==> config.mk <==
export PLATFORM = sky130hd
export DESIGN_NAME = load_store_unit
export DESIGN_NICKNAME = d
export VERILOG_FILES = /design/src/rtl/lsu_pkg.sv /design/src/rtl/lsu_align.sv /design/src/rtl/load_store_unit.sv
export SDC_FILE = /design/constraint.sdc
export NUM_CORES = 1
export LEC_CHECK = 0
export ABC_AREA = 1
export BUFFER_PORTS_ARGS = -buffer_cell sky130_fd_sc_hd__buf_4
export CAP_MARGIN = 5
export CORE_UTILIZATION = 58
export CTS_CLUSTER_SIZE = 12
export DETAILED_ROUTE_END_ITERATION = 8
export PLACE_DENSITY = 0.92
export SLEW_MARGIN = 10
export SYNTH_ARGS = -nofsm -noshare
export SYNTH_HDL_FRONTEND = slang
export SYNTH_SLANG_ARGS = --single-unit
==> constraint.sdc <==
create_clock -name clk -period 6.3 [get_ports clk]
set_input_delay 0.63 -clock clk [delete_from_list [all_inputs] [get_ports clk]]
set_output_delay 0.63 -clock clk [all_outputs]
set_load 0.01 [all_outputs]
==> src/rtl/lsu_pkg.sv <==
// Shared types, constants and request-checking helpers for the load/store unit.
//   lsu_state_e  : control FSM state encoding
//   F3_*         : RV32I load/store width codes (funct3)
//   lsu_fault()  : decides whether a request is rejected before touching memory
//   force_align(): clears the low address bits of a halfword/word access
package lsu_pkg;

    typedef enum logic [1:0] {
        IDLE,
        RMW_READ,
        ACCESS,
        RESP
    } lsu_state_e;

    localparam logic [2:0] F3_B  = 3'b000;
    localparam logic [2:0] F3_H  = 3'b001;
    localparam logic [2:0] F3_W  = 3'b010;
    localparam logic [2:0] F3_BU = 3'b100;
    localparam logic [2:0] F3_HU = 3'b101;

    function automatic logic funct3_legal(input logic write, input logic [2:0] funct3);
        if (write) begin
            return (funct3 == F3_B) || (funct3 == F3_H) || (funct3 == F3_W);
        end
        return (funct3 == F3_B) || (funct3 == F3_H) || (funct3 == F3_W) ||
               (funct3 == F3_BU) || (funct3 == F3_HU);
    endfunction

    function automatic logic is_misaligned(input logic [2:0] funct3, input logic [1:0] offset);
        case (funct3)
            F3_H, F3_HU: return offset[0];
            F3_W:        return offset != 2'b00;
            default:     return 1'b0;
        endcase
    endfunction

    // Illegal width and out-of-range always fault; misalignment only when checking is on.
    function automatic logic lsu_fault(input logic        write,
                                       input logic [2:0]  funct3,
                                       input logic [31:0] addr,
                                       input logic [31:0] limit,
                                       input logic        misalign_check);
        return !funct3_legal(write, funct3) || (addr >= limit) ||
               (misalign_check && is_misaligned(funct3, addr[1:0]));
    endfunction

    function automatic logic [31:0] force_align(input logic [2:0] funct3,
                                                input logic [31:0] addr);
        logic [31:0] a;
        a = addr;
        case (funct3)
            F3_H, F3_HU: a[0]   = 1'b0;
            F3_W:        a[1:0] = 2'b00;
            default: ;
        endcase
        return a;
    endfunction

endpackage

==> src/rtl/lsu_align.sv <==
// Combinational byte-lane logic for the load/store unit.
//   funct3      : access width code of the latched request
//   byte_off    : address bits [1:0] of the latched request
//   store_data  : low halfword of the store data (sub-word stores only)
//   mem_word    : word currently read from memory
//   merged_word : mem_word with the addressed byte/halfword replaced by store_data
//   load_data   : addressed lane of mem_word, sign- or zero-extended per funct3
module lsu_align
    import lsu_pkg::*;
(
    input  logic [2:0]  funct3,
    input  logic [1:0]  byte_off,
    input  logic [15:0] store_data,
    input  logic [31:0] mem_word,
    output logic [31:0] merged_word,
    output logic [31:0] load_data
);

    logic [7:0]  sel_byte;
    logic [15:0] sel_half;

    always_comb begin
        case (byte_off)
            2'd0:    sel_byte = mem_word[7:0];
            2'd1:    sel_byte = mem_word[15:8];
            2'd2:    sel_byte = mem_word[23:16];
            default: sel_byte = mem_word[31:24];
        endcase
        sel_half = byte_off[1] ? mem_word[31:16] : mem_word[15:0];
    end

    always_comb begin
        load_data = mem_word;
        case (funct3)
            F3_B:    load_data = {{24{sel_byte[7]}}, sel_byte};
            F3_BU:   load_data = {24'h0, sel_byte};
            F3_H:    load_data = {{16{sel_half[15]}}, sel_half};
            F3_HU:   load_data = {16'h0, sel_half};
            default: load_data = mem_word;
        endcase
    end

    always_comb begin
        merged_word = mem_word;
        if (funct3 == F3_B) begin
            case (byte_off)
                2'd0:    merged_word[7:0]   = store_data[7:0];
                2'd1:    merged_word[15:8]  = store_data[7:0];
                2'd2:    merged_word[23:16] = store_data[7:0];
                default: merged_word[31:24] = store_data[7:0];
            endcase
        end else if (funct3 == F3_H) begin
            if (byte_off[1]) begin
                merged_word[31:16] = store_data;
            end else begin
                merged_word[15:0] = store_data;
            end
        end
    end

endmodule

==> src/rtl/load_store_unit.sv <==
// RV32I load/store unit bridging a valid/ready request/response pair onto a
// word-wide data memory (combinational read, synchronous write).
// Sub-word stores are done as read-modify-write.
//   Request : req_valid/req_ready, req_write, req_funct3, req_addr, req_wdata
//   Response: resp_valid/resp_ready, resp_rdata, resp_fault
//   Memory  : mem_byte_address, mem_write_data, mem_MemWrite, mem_MemRead, mem_read_data
// Parameter MEM_BYTES: addressable bytes; addresses at or above it fault.
// Macro LSU_MISALIGN_CHECK_EN: when defined, misaligned halfword/word accesses
// fault; otherwise they are force-aligned and complete normally.
module load_store_unit
    import lsu_pkg::*;
#(
    parameter int unsigned MEM_BYTES = 1024
) (
    input  logic        clk,
    input  logic        rst,
    input  logic        req_valid,
    output logic        req_ready,
    input  logic        req_write,
    input  logic [2:0]  req_funct3,
    input  logic [31:0] req_addr,
    input  logic [31:0] req_wdata,
    output logic        resp_valid,
    input  logic        resp_ready,
    output logic [31:0] resp_rdata,
    output logic        resp_fault,
    output logic [31:0] mem_byte_address,
    output logic [31:0] mem_write_data,
    output logic        mem_MemWrite,
    output logic        mem_MemRead,
    input  logic [31:0] mem_read_data
);

`ifdef LSU_MISALIGN_CHECK_EN
    localparam logic MISALIGN_CHECK = 1'b1;
`else
    localparam logic MISALIGN_CHECK = 1'b0;
`endif

    lsu_state_e  state;
    logic        wr_q;
    logic [2:0]  f3_q;
    logic [1:0]  off_q;
    logic [15:0] wdata_q;

    logic        req_fault;
    logic [31:0] eff_addr;
    logic [31:0] merged_word;
    logic [31:0] load_data;

    assign req_fault = lsu_fault(req_write, req_funct3, req_addr, 32'(MEM_BYTES),
                                 MISALIGN_CHECK);
    // Without misalignment checking the access simply lands on the aligned lane.
    assign eff_addr  = MISALIGN_CHECK ? req_addr : force_align(req_funct3, req_addr);

    lsu_align u_align (
        .funct3      (f3_q),
        .byte_off    (off_q),
        .store_data  (wdata_q),
        .mem_word    (mem_read_data),
        .merged_word (merged_word),
        .load_data   (load_data)
    );

    // Outputs are registered and set on the transition into each state, so
    // memory strobes are active exactly while the FSM sits in RMW_READ/ACCESS.
    always_ff @(posedge clk or posedge rst) begin
        if (rst) begin
            state            <= IDLE;
            wr_q             <= 1'b0;
            f3_q             <= 3'b000;
            off_q            <= 2'b00;
            wdata_q          <= 16'h0;
            req_ready        <= 1'b1;
            resp_valid       <= 1'b0;
            resp_rdata       <= 32'h0;
            resp_fault       <= 1'b0;
            mem_byte_address <= 32'h0;
            mem_write_data   <= 32'h0;
            mem_MemWrite     <= 1'b0;
            mem_MemRead      <= 1'b0;
        end else begin
            case (state)
                IDLE: begin
                    if (req_valid) begin
                        wr_q      <= req_write;
                        f3_q      <= req_funct3;
                        off_q     <= eff_addr[1:0];
                        wdata_q   <= req_wdata[15:0];
                        req_ready <= 1'b0;
                        if (req_fault) begin
                            resp_valid <= 1'b1;
                            resp_fault <= 1'b1;
                            resp_rdata <= 32'h0;
                            state      <= RESP;
                        end else begin
                            mem_byte_address <= {eff_addr[31:2], 2'b00};
                            if (req_write && (req_funct3 != F3_W)) begin
                                mem_MemRead <= 1'b1;
                                state       <= RMW_READ;
                            end else if (req_write) begin
                                mem_MemWrite   <= 1'b1;
                                mem_write_data <= req_wdata;
                                state          <= ACCESS;
                            end else begin
                                mem_MemRead <= 1'b1;
                                state       <= ACCESS;
                            end
                        end
                    end
                end
                RMW_READ: begin
                    mem_MemRead    <= 1'b0;
                    mem_MemWrite   <= 1'b1;
                    mem_write_data <= merged_word;
                    state          <= ACCESS;
                end
                ACCESS: begin
                    mem_MemRead      <= 1'b0;
                    mem_MemWrite     <= 1'b0;
                    mem_byte_address <= 32'h0;
                    mem_write_data   <= 32'h0;
                    resp_valid       <= 1'b1;
                    resp_fault       <= 1'b0;
                    resp_rdata       <= wr_q ? 32'h0 : load_data;
                    state            <= RESP;
                end
                RESP: begin
                    if (resp_ready) begin
                        resp_valid <= 1'b0;
                        resp_fault <= 1'b0;
                        resp_rdata <= 32'h0;
                        req_ready  <= 1'b1;
                        state      <= IDLE;
                    end
                end
                default: state <= IDLE;
            endcase
        end
    end

endmodule

==> Yosys cells after proc, flatten, opt, wreduce, memory -nomap -nowiden <==
Cells that the tools add are included.
{ "totals": {"ff_bits": 125, "latchBits": 0, "mem_bits_rw": 0, "mem_bits_ro": 0, "in_bits": 104, "output_inout_bits": 101, "wordCells": 112, "memories": 0} }
{ "op_classes": {"addsub": 0, "n_mul": 0, "n_div": 0, "magnitude_cmp": 1, "eq_ne": 20, "shifts": 0, "muxes": 52, "bitwise": 0, "n_reduce_logical": 26} }
{ "op_table": {"columns": ["operator", "n"], "rows": [
  ["2-to-1 mux 32 bit", 12],
  ["case mux 32 bit (3 select lines)", 2],
  ["case mux 32 bit (4 select lines)", 1],
  ["case mux 32 bit (2 select lines)", 1],
  ["2-to-1 mux 16 bit", 3],
  [">= comparator 32 x 11 -> 1 bit, second input constant", 1],
  ["2-to-1 mux 8 bit", 4],
  ["case mux 8 bit (3 select lines)", 1],
  ["2-to-1 mux 1 bit", 18],
  ["== test 3 bit, second input constant", 4],
  ["inequality test 2 bit, second input constant", 6],
  ["case mux 1 bit (3 select lines)", 3],
  ["2-to-1 mux 2 bit", 4],
  ["case mux 2 bit (4 select lines)", 1],
  ["AND reduction 4 bit", 2],
  ["== test 2 bit, second input constant", 3],
  ["== test 3 x 1 -> 1 bit, second input constant", 2],
  ["logical NOT 3 bit", 2],
  ["AND reduction 3 bit", 2],
  ["nonzero test 2 bit", 3],
  ["nonzero test 3 bit", 2],
  ["OR reduction 3 bit", 2],
  ["logical OR 1 bit", 5],
  ["AND reduction 5 bit", 1],
  ["10 further kinds", 14]
]} }

==> Logic depth before layout (Yosys ltp) <==
Gate-level depths: netlist of the first run.
{ "logic_depth": {"word_depth": 11, "ltp_mapped": 13, "depth_no_buf": 10} }

==> Modules after synthesis <==
A second synthesis of the first run with hierarchy kept.
{ "hier_totals": {"cells_unflattened": 1177, "hier_area_um2": 7890.1} }
{ "modules_own_cells": {"columns": ["module", "n_inst", "cells_each", "area_per_inst_um2", "seq_area_each_um2"], "rows": [
  ["load_store_unit", 1, 752, 5800.6, 3079.2],
  ["lsu_align", 1, 425, 2089.5, 0.0]
]} }

==> Worst setup path after synthesis of the first run <==
OpenSTA, ideal clock, no wires.
{ "synth_path": {"kind": "register to register", "start": "register state[0]", "end": "register resp_fault", "setup_ns": 0.129, "arrival_ns": 1.737, "path_slack_ns": 4.434, "stages_incl_launch_ff": 14, "path_buffers": 4, "period_less_slack_ns": 1.866, "path_cell_list": "dfrtp_1 > inv_1 > ha_1 > buf_6 > inv_2 > or2_1 > buf_6 > o21ai_4 > a31oi_4 > nand2_2 > buf_6 > buf_6 > nand2_1 > o21ai_0"} }
{ "synth_between": {"elab_chain_len": 3} }
{ "synth_lines": {"columns": ["element", "line_no", "text"], "rows": [
  ["start: declaration", "load_store_unit.sv:40", "lsu_state_e state;"],
  ["start signal: assignment", "load_store_unit.sv:69", "state <= IDLE;"],
  ["start signal: assignment", "load_store_unit.sv:95", "state <= RESP;"],
  ["start signal: assignment", "load_store_unit.sv:100", "state <= RMW_READ;"],
  ["== test 2 bit / logical NOT 2 bit (equally long branches)", "load_store_unit.sv:83", "case (state)"],
  ["inequality test 2 bit (no source line) / nonzero test 3 bit (equally long branches)", null, null],
  ["AND reduction 4 bit (no source line)", null, null],
  ["end signal: assignment", "load_store_unit.sv:77", "resp_fault <= 1'b0;"],
  ["end signal: assignment", "load_store_unit.sv:93", "resp_fault <= 1'b1;"],
  ["end signal: assignment", "load_store_unit.sv:124", "resp_fault <= 1'b0;"],
  ["end: declaration", "load_store_unit.sv:26", "output logic resp_fault,"]
]} }
Parallel ways exist; a longest one is shown, timed or not.
A chain may end at the register's enable or synchronous reset.

==> Worst setup path after layout of the first run <==
{ "layout_path": {"start": "register state[0]", "end": "register mem_write_data[25]"} }
{ "layout_between": {"elab_chain_len": 3} }
{ "layout_lines": {"columns": ["element", "line_no", "text"], "rows": [
  ["== test 2 bit (tied with other cells)", "load_store_unit.sv:83", null],
  ["nonzero test 3 bit (no source line) / inequality test 2 bit (equally long branches)", null, null],
  ["AND reduction 5 bit (no source line)", null, null],
  ["end signal: assignment", "load_store_unit.sv:103", "mem_write_data <= req_wdata;"],
  ["end signal: assignment", "load_store_unit.sv:115", "mem_write_data <= merged_word;"],
  ["end: declaration", "load_store_unit.sv:28", "output logic [31:0] mem_write_data,"]
]} }
Parallel ways exist; a longest one is shown, timed or not.

==> results by group, run 1 <==
Setup path
  – R2r startpoint: state[0]
  – Worst reg2reg setup slack: 2.61 ns
  – Worst Path Max Fanout: 34
  – Critical-path cell list: inv_1 -> ha_1 -> clkinv_1 -> o21ai_2 -> buf_4 -> nand3_1 -> nand2_1 -> nand2_1
  – Critical path arrival: 3.99 ns
  – Reg2Reg Depth: 8
  – Slowest CP cell: nand3_1
  – Startpoint Class: flop
  – Crit path max-delay family: simple AND/OR/NAND/NOR gates
  – Worst setup path class: flop to flop
  – Buf/Inv on CP: 3
  – Critical path depth: 8
  – Critical Path End Type: flop
  – Critical Path Max Stage Delay: 0.90 ns
  – Reg2Reg Capture Point: mem_write_data[25]
  – Req. time, crit path: 6.61 ns
  – CP dominant cell by count: nand2_1

Route
  – DRT Pass-1 Iters: 7
  – Post-route ant nets: 0
  – Remaining DRCs: 0
  – Final wirelength: 23800 µm
  – Via count: 8693
  – Number of vias per cell: 5.49
  – Iteration-0 DRC Markers: 1021
  – WL per Instance: 15.0 µm

Synth
  – Synth Register Bits: 123
  – Seq/Total Area, Yosys: 38.6%
  – Mapped Avg Cell Area: 6.43 µm²
  – Yosys warning total: 0
  – Cell count after synthesis: 1240
  – Synth Cell Area: 7980 µm²
  – Yosys top cell area share: 38.3%
  – Yosys top cell by area: dfrtp_1
  – Prevailing post-synth register cell: dfrtp_1
  – Yosys cell types: 33
  – Top post-synthesis cells by area: dfrtp_1, nand2_1, inv_1
  – Asr flop ratio synth: 100%
  – Post-synth EDFFs: 0

STA
  – Final Critical Period: 3.69 ns
  – Final hold vios: 0
  – Fin worst setup slack: 2.61 ns
  – Setup tns final: 0 ns
  – Worst slew pin tran: 1.20 ns
  – Skew final: 0.0113 ns
  – Pins over their slew limit: 0
  – Max-slew headroom: 20.0%
  – Max Clock Freq: 0.271 GHz
  – RSZ-0062 raised after global routing: false
  – Period Utilization, post-route: 58.6%
  – Setup Viol. Count Final: 0

GRT
  – First-pass GRT wire length: 38400 µm
  – GR Overflow Total: 0
  – Largest net degree at the start of global routing: 81
  – Number of global-route vias before repair: 7975
  – Global-route usage over all layers: 34.1%
  – Number of antenna violations at the first check in global routing: 0

Clock network
  – CTS tree: done
  – Gates resized, CTS repair: 0
  – CTS clk-pin slew, worst paths: 0.06 ns
  – Clk Latency, worst-skew pair: 0.43 ns
  – Htree depth: 4
  – CTS Hold Bufs: 0
  – Root Buffer: clkbuf_16
  – Num CTS Buffers: 17
  – Sink Count: 123
  – Clk buf depth: 2
  – Number of setup buffers added after CTS: 0

Run status
  – Outcome: completed

Floorplanning
  – Die Y-Extent: 119 µm
  – Die area: 14200 µm²
  – Starting Density: 59.8%
  – Top Ports: 205
  – Core region area: 13300 µm²
  – Chip Width: 119 µm
  – Core Rows: 42

Placed design
  – DP Worst Slack: 2.75 ns
  – IO Port Bufs: 202
  – GPL Wtd Cong: 0.931
  – Hpwl dp: 16300 µm

Pwr
  – VDD IR max: 308 µV
  – P per Cell Area: 497 nW/µm²
  – P_leak: 5.88 nW

Cells and area
  – ANT cells: 0
  – Final #Nets: 1503
  – Layout fillers: 1059
  – Share of layout cells above drive strength 1: 21.0%
  – Area grow syn2layout: 25.1%

Min path
  – Hold WC Path Type: input pin to asynchronous set/reset pin

Flow run
  – Max-cap viol count: 0
[power by group]
group          leakage [nW]  internal (mW)  total, mW  switching (mW)
combinational          3.99          0.906       2.81            1.90
clock                 0.280          0.556      0.967           0.411
sequential             1.61           1.04       1.19           0.149
total                  5.88           2.50       4.96            2.46
[worst max path at each step]
stage,startpoint,end,slack [ns]
floorplan,rst,f3_q[0],2.40
global placement,state[0],mem_write_data[20],2.90
detailed placement,state[0],mem_write_data[26],2.75
CTS,state[0],mem_write_data[25],2.67
global route,state[0],mem_write_data[8],2.26
finish,state[0],mem_write_data[25],2.61
[cell usage after synthesis, types with 2 or more instances]
master / number
a21oi_1: 76
a31oi_1: 2
buf_1: 5
buf_2: 32
buf_4: 5
buf_6: 4
buf_8: 2
clkbuf_1: 30
clkinv_1: 3
dfrtp_1: 122
ha_1: 4
inv_1: 114
inv_2: 4
nand2_1: 629
nand2_2: 12
nand3_1: 42
nand4_1: 42
nor2_1: 23
o21ai_0: 38
o21ai_1: 6
o21ai_2: 26
o22ai_1: 7
or2_1: 2
[area by class of cell]
type	instances	area [µm²]	area share, %
clock buffers	17	425	4.26
inverters	121	457	4.58
well taps	176	220	2.21
multi-input cells	919	4050	40.5
clock inverters	15	151	1.52
flip-flops and latches	123	3080	30.9
repair buffers	213	1600	16.0
[per-stage QoR]
stage | utilization, % | hold WS [ns] | instances | power (mW) | area (µm²)
4_1_cts | 74.8 | 0.305 | 1584 | 4.92 | 9980
2_1_floorplan | - | 0.441 | 1241 | 3.29 | 7980
3_3_place_gp | 70.4 | 0.451 | 1552 | 3.86 | 9400
3_5_place_dp | 70.4 | 0.458 | 1552 | 3.93 | 9400
6_report | 74.8 | 0.284 | 1584 | 4.96 | 9980
5_1_grt | 74.8 | 0.346 | 1584 | 5.34 | 9980
[metal layers]
metal	wire, µm	up-vias	share of wire [%]	GRT usage, %
met5	0	-	0	0
met4	942	0	4.0	14.9
met3	2200	88	9.3	8.29
met2	11400	490	48	56.5
met1	9260	3950	39	42.1
li1	-	4165	-	-
[worst reg2reg max path, stage by stage (launching register included)]
cell and delay, ns:
dfrtp_1 0.41, inv_1 0.09, ha_1 0.35, clkinv_1 0.72, o21ai_2 0.36, buf_4 0.35, nand3_1 0.92, nand2_1 0.31
nand2_1 0.08
[layout by cell type, fill, tap and decap left out, drive strengths merged, types with 3 or more instances in the layout]
cell type,n
buf,213
dfrtp,122
clkinv,6
o22ai,7
a31oi,3
a21oi,76
clkbuf,17
or2,3
o21ai,71
nand3,43
nand4,42
nor2,24
ha,4
nand2,641
inv,127
[cell families (layout without fill, tap and decap cells)]
kind of cell,Yosys count,in the layout,share of synthesized area [%]
adders and majority gates,4,4,0.627
other,1,2,0.0470
and+or+nand+nor,755,755,38.3
DFF,123,123,38.6
AOI/OAI and AO/OA,158,158,11.7
buffers and inverters,199,366,10.8
[sequential cells by signal (all words and copies together), names as in the netlist]
name              cells
f3_q                  3
mem_MemRead           1
mem_MemWrite          1
mem_byte_address     30
mem_write_data       32
off_q                 2
req_ready             1
resp_fault            1
resp_rdata           32
resp_valid            1
state                 2
wdata_q              16
wr_q                  1
Note: power is estimated with default switching activity, not from simulation.
==> run 2, diff against run 1 <==
CORE_UTILIZATION = 49   (was 58)
PLACE_DENSITY = 0.84   (was 0.92)
clock period = 3.1 ns   (was 6.3 ns; I/O delays follow)
==> run 2 against run 1 <==
  * Final area up 1.8%
  * Critical path depth rose by 2
  * Hold slack lost 0.21 ns
  * Via count shrank 0.99%
  * Worst setup slack worse by 2.0 ns
  * Combinational power increased by 110%
  * Clock power up 110%
  * Sequential power grew 110%
  * Register-to-register slack worse by 2.0 ns
  * Final cell count is 3.1% higher
  * Total power rose by 110%
  * Wire length up 3.2%
  * Critical path type unchanged
  * Largest cell class unchanged
  * Highest routed layer unchanged
==> results by group, run 2 (synthesized netlist as in run 1, its figures left out) <==
Setup path
  – Critical path arrival: 2.78 ns (-1.21 ns)
  – Worst setup path class: flop to flop
  – Crit path max-delay family: simple AND/OR/NAND/NOR gates
  – Critical path depth: 10 (+2)
  – Req. time, crit path: 3.41 ns (-3.20 ns)
  – Reg2Reg Depth: 10 (+2)
  – Critical-path cell list: inv_1 -> ha_1 -> inv_2 -> or2_1 -> o21ai_4 -> a31oi_4 -> nand2_2 -> buf_12 -> nand2_1 -> o21ai_2
  – Worst Path Max Fanout: 67 (+97%)
  – Slowest CP cell: or2_1
  – Critical Path End Type: flop
  – Buf/Inv on CP: 3 (unchanged)
  – Critical Path Max Stage Delay: 0.51 ns (-0.39 ns)
  – Worst reg2reg setup slack: 0.62 ns (-1.99 ns)
  – Startpoint Class: flop

GRT
  – Global-route usage over all layers: 29.9% (-4.2 points)
  – Number of antenna violations at the first check in global routing: 0 (unchanged)
  – Number of global-route vias before repair: 7757 (-2.7%)
  – GR Overflow Total: 0 (unchanged)
  – Largest net degree at the start of global routing: 68 (-16%)
  – First-pass GRT wire length: 38800 µm (+1.1%)

Placed design
  – Hpwl dp: 17100 µm (+5.3%)
  – DP Worst Slack: 0.674 ns (-2.08 ns)
  – IO Port Bufs: 202 (unchanged)
  – GPL Wtd Cong: 0.933 (+0.30%)

STA
  – Final Critical Period: 2.48 ns (-1.21 ns)
  – Setup Viol. Count Final: 0 (unchanged)
  – Skew final: 0.0128 ns (+0.00153 ns)
  – Final hold vios: 0 (unchanged)
  – Period Utilization, post-route: 79.9% (+21 points)
  – Max Clock Freq: 0.404 GHz (+49%)
  – Fin worst setup slack: 0.624 ns (-1.99 ns)
  – RSZ-0062 raised after global routing: false
  – Worst slew pin tran: 0.945 ns (-0.252 ns)
  – Max-slew headroom: 36.8% (+17 points)
  – Setup tns final: 0 ns (unchanged)
  – Pins over their slew limit: 0 (unchanged)

Floorplanning
  – Chip Width: 130 µm (+8.6%)
  – Starting Density: 50.2% (-9.5 points)
  – Core region area: 15900 µm² (+19%)
  – Top Ports: 205 (unchanged)
  – Die Y-Extent: 130 µm (+8.6%)
  – Core Rows: 46 (+9.5%)
  – Die area: 16800 µm² (+18%)

Route
  – Iteration-0 DRC Markers: 812 (-20%)
  – Final wirelength: 24500 µm (+3.2%)
  – Via count: 8607 (-0.99%)
  – WL per Instance: 15.0 µm (about the same)
  – DRT Pass-1 Iters: 5 (-2)
  – Post-route ant nets: 0 (unchanged)
  – Number of vias per cell: 5.27 (-4.0%)
  – Remaining DRCs: 0 (unchanged)

Run status
  – Outcome: completed

Pwr
  – VDD IR max: 647 µV (+110%)
  – P per Cell Area: 1010 nW/µm² (+100%)
  – P_leak: 5.95 nW (+1.1%)
  – Power share of the clock group: 19.6% (about the same)
  – Sequential group share of total power: 23.7% (-0.2 points)
  – Psw: 5.11 mW (+110%)
  – Combinational Power Share: 56.7% (about the same)
  – Sw Ratio: 49.6% (about the same)
  – Internal power: 5.18 mW (+110%)

Clock network
  – Clk Latency, worst-skew pair: 0.43 ns (about the same)
  – CTS Hold Bufs: 0 (unchanged)
  – Num CTS Buffers: 17 (unchanged)
  – Gates resized, CTS repair: 0 (unchanged)
  – Sink Count: 123 (unchanged)
  – Number of setup buffers added after CTS: 0 (unchanged)
  – CTS clk-pin slew, worst paths: 0.06 ns (about the same)
  – Root Buffer: clkbuf_16
  – Htree depth: 4 (unchanged)
  – Clk buf depth: 2 (unchanged)
  – CTS tree: done

Cells and area
  – Final #Nets: 1512 (+0.60%)
  – Area grow syn2layout: 27.3%
  – Layout fillers: 1467 (+39%)
  – ANT cells: 0 (unchanged)
  – Share of layout cells above drive strength 1: 21.5% (+0.50 points)
  – Top flop regs: mem_write_data x32, resp_rdata x32, mem_byte_address x30
  – Commonest non-fill, non-tap cell in the layout: nand2_1
  – Most frequent cells in the layout: nand2_1, buf_4, dfrtp_1

Min path
  – Hold WC Path Type: input pin to asynchronous set/reset pin

Flow run
  – Max-cap viol count: 0 (unchanged)
## run 2: layout make-up
| cell class | count | area [µm²] | area share [%] |
|---|---|---|---|
| timing repair buffer | 222 | 1700 | 16.8 |
| sequential | 123 | 3080 | 30.3 |
| multi-input combinational | 919 | 4050 | 39.8 |
| inverter | 121 | 458 | 4.51 |
| clock buffer | 17 | 425 | 4.19 |
| tap | 216 | 270 | 2.66 |
| clock inverter | 15 | 171 | 1.69 |
## run 2: routing by layer
metal | GRT usage, % | routed length (µm)
met2 | 48.8 | 11700
met5 | 0 | 0
met1 | 37.3 | 9960
met3 | 6.94 | 2000
met4 | 14.4 | 904
## run 2: final timing paths
path | from | endpoint
max | state[0] | resp_rdata[31]
min | rst | mem_write_data[16]
max reg2reg | state[0] | resp_rdata[31]
min reg2reg | mem_byte_address[10] | mem_byte_address[10]
max in group asynchronous | rst | req_ready
min in group clk | req_wdata[3] | wdata_q[3]
## run 2: power groups by stage
stage	Clock, mW	Sequential, mW	Combinational, mW
floorplan	0	2.49	4.19
global placement	0	2.44	5.65
detailed placement	0	2.45	5.75
CTS	2.03	2.43	5.77
global route	2.12	2.49	6.48
finish	2.02	2.44	5.83
## run 2: through the flow
stage	power (mW)	util, %	instances	cell area [µm²]	hold slack (ns)
after floorplan	6.69	-	1241	7980	0.420
after global placement	8.09	60.2	1601	9560	0.451
after detailed placement	8.20	60.2	1601	9560	0.454
after CTS	10.2	63.9	1633	10200	0.0876
after global routing	11.1	63.9	1633	10200	0.0907
final	10.3	63.9	1633	10200	0.0706
==> run 3, diff against run 2 <==
ABC_AREA = 0   (was 1)
CORE_UTILIZATION = 47   (was 49)
PLACE_DENSITY = 0.83   (was 0.84)
clock period = 2.05 ns   (was 3.1 ns; I/O delays follow)
==> run 3 against run 2 <==
  * Area after synthesis decreased by 18%
  * Die area decreased by 14%
  * Hold slack got worse by 0.045 ns
  * First-iteration DRC count shrank 24%
  * Core utilization rose by 3.0 points
  * Non-clock buffer count up 13
  * Via count fell by 31%
  * Wire length down 20%
  * Critical endpoint is now mem_write_data[30]
==> results by group, run 3 <==
Cells and area
  – Commonest non-fill, non-tap cell in the layout: buf_4
  – Post-route cell area: 8970 µm² (-12%)
  – Final #Nets: 955 (-37%)
  – Most frequent cells in the layout: buf_4, dfrtp_1, nand2_1
  – Post-route insts no fill: 1035 (-37%)
  – ANT cells: 0 (unchanged)
  – Area grow syn2layout: 37.4%
  – Top flop regs: mem_write_data x32, resp_rdata x32, mem_byte_address x30
  – Share of layout cells above drive strength 1: 37.4% (+16 points)

Min path
  – Hold WC Path Type: input pin to flop
  – Worst hold path cell count: 3
  – Sink of the worst hold path: mem_byte_address[3]
  – Hold Path Origin: req_addr[3]

Synth
  – Seq/Total Area, Yosys: 47.2% (+8.6 points)
  – Mapped Avg Cell Area: 10.2 µm² (+59%)
  – Cell count after synthesis: 637 (-49%)
  – Post-synth EDFFs: 0 (unchanged)
  – Synth Register Bits: 123 (unchanged)
  – Top post-synthesis cells by area: dfrtp_1, mux2_4, mux2i_1
  – Asr flop ratio synth: 100% (unchanged)
  – Yosys top cell by area: dfrtp_1
  – Yosys warning total: 0 (unchanged)
  – Top cells by instance count after synthesis: dfrtp_1, nand2_1, inv_1
  – Most common cell in the netlist: dfrtp_1
  – Synth Cell Area: 6530 µm² (-18%)
  – Yosys cell types: 47 (+42%)
  – Yosys top cell area share: 46.8% (+8.5 points)
  – Prevailing post-synth register cell: dfrtp_1

Setup path
  – Reg2Reg Capture Point: mem_write_data[30]
  – Critical path arrival: 2.28 ns (-0.50 ns)
  – Startpoint Class: flop
  – Req. time, crit path: 2.35 ns (-1.06 ns)
  – Worst reg2reg setup slack: 0.06 ns (-0.56 ns)
  – Worst setup path class: flop to flop
  – Worst Path Max Fanout: 8 (-88%)
  – Critical Path End Type: flop
  – Reg2Reg Depth: 5 (-5)
  – R2r startpoint: f3_q[1]

Pwr
  – Sw Ratio: 38.4% (-11 points)
  – Tot Pwr: 14.8 mW (+44%)
  – Power share of the clock group: 19.8% (+0.2 points)
  – Psw: 5.69 mW (+11%)
  – Sequential group share of total power: 27.6% (+3.9 points)
  – VDD IR max: 957 µV (+48%)
  – P per Cell Area: 1650 nW/µm² (+63%)
  – Combinational Power Share: 52.6% (-4.1 points)
  – P_leak: 4.53 nW (-24%)
  – Internal power: 9.14 mW (+76%)

Route
  – WL per Instance: 19.0 µm (+26%)
  – Met1 wire length: 7890 µm (-21%)
  – Number of vias per cell: 5.72 (+8.5%)
  – Top sig layer: met4
  – Via count: 5920 (-31%)
  – Final wirelength: 19600 µm (-20%)
  – Met2 routed WL: 9120 µm (-22%)
  – DRT Pass-1 Iters: 5 (unchanged)
  – Post-route ant nets: 0 (unchanged)
  – Iteration-0 DRC Markers: 614 (-24%)
  – Remaining DRCs: 0 (unchanged)
  – Met3 Routed Length: 1920 µm (-3.8%)

Clock network
  – Sink Count: 123 (unchanged)
  – Clk Latency, worst-skew pair: 0.42 ns (about the same)
  – Clk buf depth: 2 (unchanged)
  – CTS clk-pin slew, worst paths: 0.06 ns (about the same)
  – CTS tree: done
  – Root Buffer: clkbuf_16
  – Num CTS Buffers: 17 (unchanged)
  – Htree depth: 4 (unchanged)

GRT
  – Global-route usage over all layers: 28.1% (-1.8 points)
  – Number of antenna violations at the first check in global routing: 0 (unchanged)
  – Number of global-route vias before repair: 5773 (-26%)
  – First-pass GRT wire length: 31000 µm (-20%)
  – Largest net degree at the start of global routing: 53 (-22%)
  – GR Overflow Total: 0 (unchanged)

STA
  – Worst slew pin tran: 0.615 ns (-0.330 ns)
  – Final Critical Period: 1.99 ns (-0.490 ns)
  – Period Utilization, post-route: 96.8% (+17 points)
  – Final hold vios: 0 (unchanged)
  – Max-slew headroom: 58.8% (+22 points)
  – Max Clock Freq: 0.504 GHz (+25%)
  – RSZ-0062 raised after global routing: true
  – Skew final: 0.00769 ns (-0.00509 ns)
  – Fin worst setup slack: 0.0648 ns (-0.560 ns)
  – Pins over their slew limit: 0 (unchanged)
  – Setup Viol. Count Final: 0 (unchanged)
  – Setup tns final: 0 ns (unchanged)

Placed design
  – IO Port Bufs: 202 (unchanged)
  – Area after DPL: 8350 µm² (-13%)
  – Placed Instances: 1001 (-37%)
  – GPL Wtd Cong: 0.898 (-3.8%)
  – Hpwl dp: 14300 µm (-17%)
  – DP Worst Slack: -0.0371 ns (-0.711 ns)

Floorplanning
  – Core Rows: 42 (-8.7%)
  – Chip Width: 120 µm (-7.5%)
  – Starting Density: 48.7% (-1.5 points)
  – Top Ports: 205 (unchanged)
  – Die area: 14400 µm² (-14%)
  – Core region area: 13400 µm² (-16%)
  – Die Y-Extent: 120 µm (-7.5%)

Run status
  – Outcome: completed

Flow run
  – Max-cap viol count: 0 (unchanged)
[run 3: changes by cell type after synthesis, moves of 23 or more]
cell	delta
mux2_4	+30
o21ai_2	-26
o22ai_1	+25
a21oi_1	-53
o221ai_1	+24
buf_2	-24
nand2_1	-574
mux2i_1	+24
nor2b_1	+26
inv_1	-66
and2_1	+23
nand3_1	-38
a22o_1	+24
nand4_1	-41
[run 3: cell type report]
type / instances / area (µm²)
Tap cell: 176 / 220
Clock buffer: 20 / 457
Timing Repair Buffer: 235 / 1860
Sequential cell: 123 / 3080
Clock inverter: 11 / 121
Inverter: 48 / 184
Fill cell: 1020 / 4430
Multi-Input combinational cell: 422 / 3050
[run 3: cells by family (layout without fill, tap and decap cells)]
| logic type | Yosys count | in the layout | share of synthesized area [%] |
|---|---|---|---|
| other | 1 | 2 | 0.0574 |
| adder cells (fa/ha/maj) | 4 | 4 | 0.767 |
| buffers and inverters | 93 | 314 | 6.48 |
| multiplexers | 66 | 66 | 12.8 |
| AND/OR/NAND/NOR | 183 | 183 | 15.4 |
| AO/OA/AOI/OAI | 167 | 167 | 17.3 |
| flip-flops | 123 | 123 | 47.2 |
[run 3: repair_timing]
| item | in CTS | in global routing |
|---|---|---|
| gates resized for setup | 2 | 3 |
| buffers inserted | 2 | 0 |
| gates cloned | 0 | 0 |
| endpoints found under the hold margin | 15 | 0 |
| endpoints found under the setup margin | 27 | 79 |
| hold buffers | 1 | 0 |
| pin swaps | 1 | 2 |
[run 3: how the worst max path moves through the flow]
stage | from | end | slack, ns
after floorplan | state[0] | resp_fault | 0.06
after global placement | req_addr[18] | mem_write_data[5] | 0.02
after detailed placement | state[0] | mem_write_data[30] | -0.04
after CTS | state[1] | mem_byte_address[31] | 0.03
after global routing | f3_q[1] | mem_write_data[12] | -0.06
final | f3_q[1] | mem_write_data[30] | 0.06
[run 3: power by group through the flow]
stage | clock network, mW | logic, mW | registers [mW]
floorplan | 0 | 4.93 | 4.20
global placement | 0 | 7.42 | 4.08
detailed placement | 0 | 7.60 | 4.09
CTS | 2.97 | 7.73 | 4.07
global route | 3.08 | 8.36 | 4.17
finish | 2.94 | 7.80 | 4.09
[run 3: per-stage QoR]
stage	util, %	hold slack [ns]
after floorplan	-	0.332
after global placement	62.3	0.241
after detailed placement	62.3	0.245
after CTS	66.9	0.0179
after global routing	66.9	0.0193
final	66.9	0.0257
[run 3: routing by layer]
layer | global-route usage (%) | vias up
met4 | 12.7 | 0
met3 | 7.32 | 66
met1 | 36.9 | 2811
met2 | 43.7 | 354
met5 | 0 | -
li1 | - | 2689
[run 3: worst max-delay path, stage by stage (launching register included)]
cell      delay (ns)
dfrtp_1         0.42
nor2_1          0.34
nand3_1         0.39
o221ai_1        0.34
o22ai_1         0.12
mux2_2          0.26
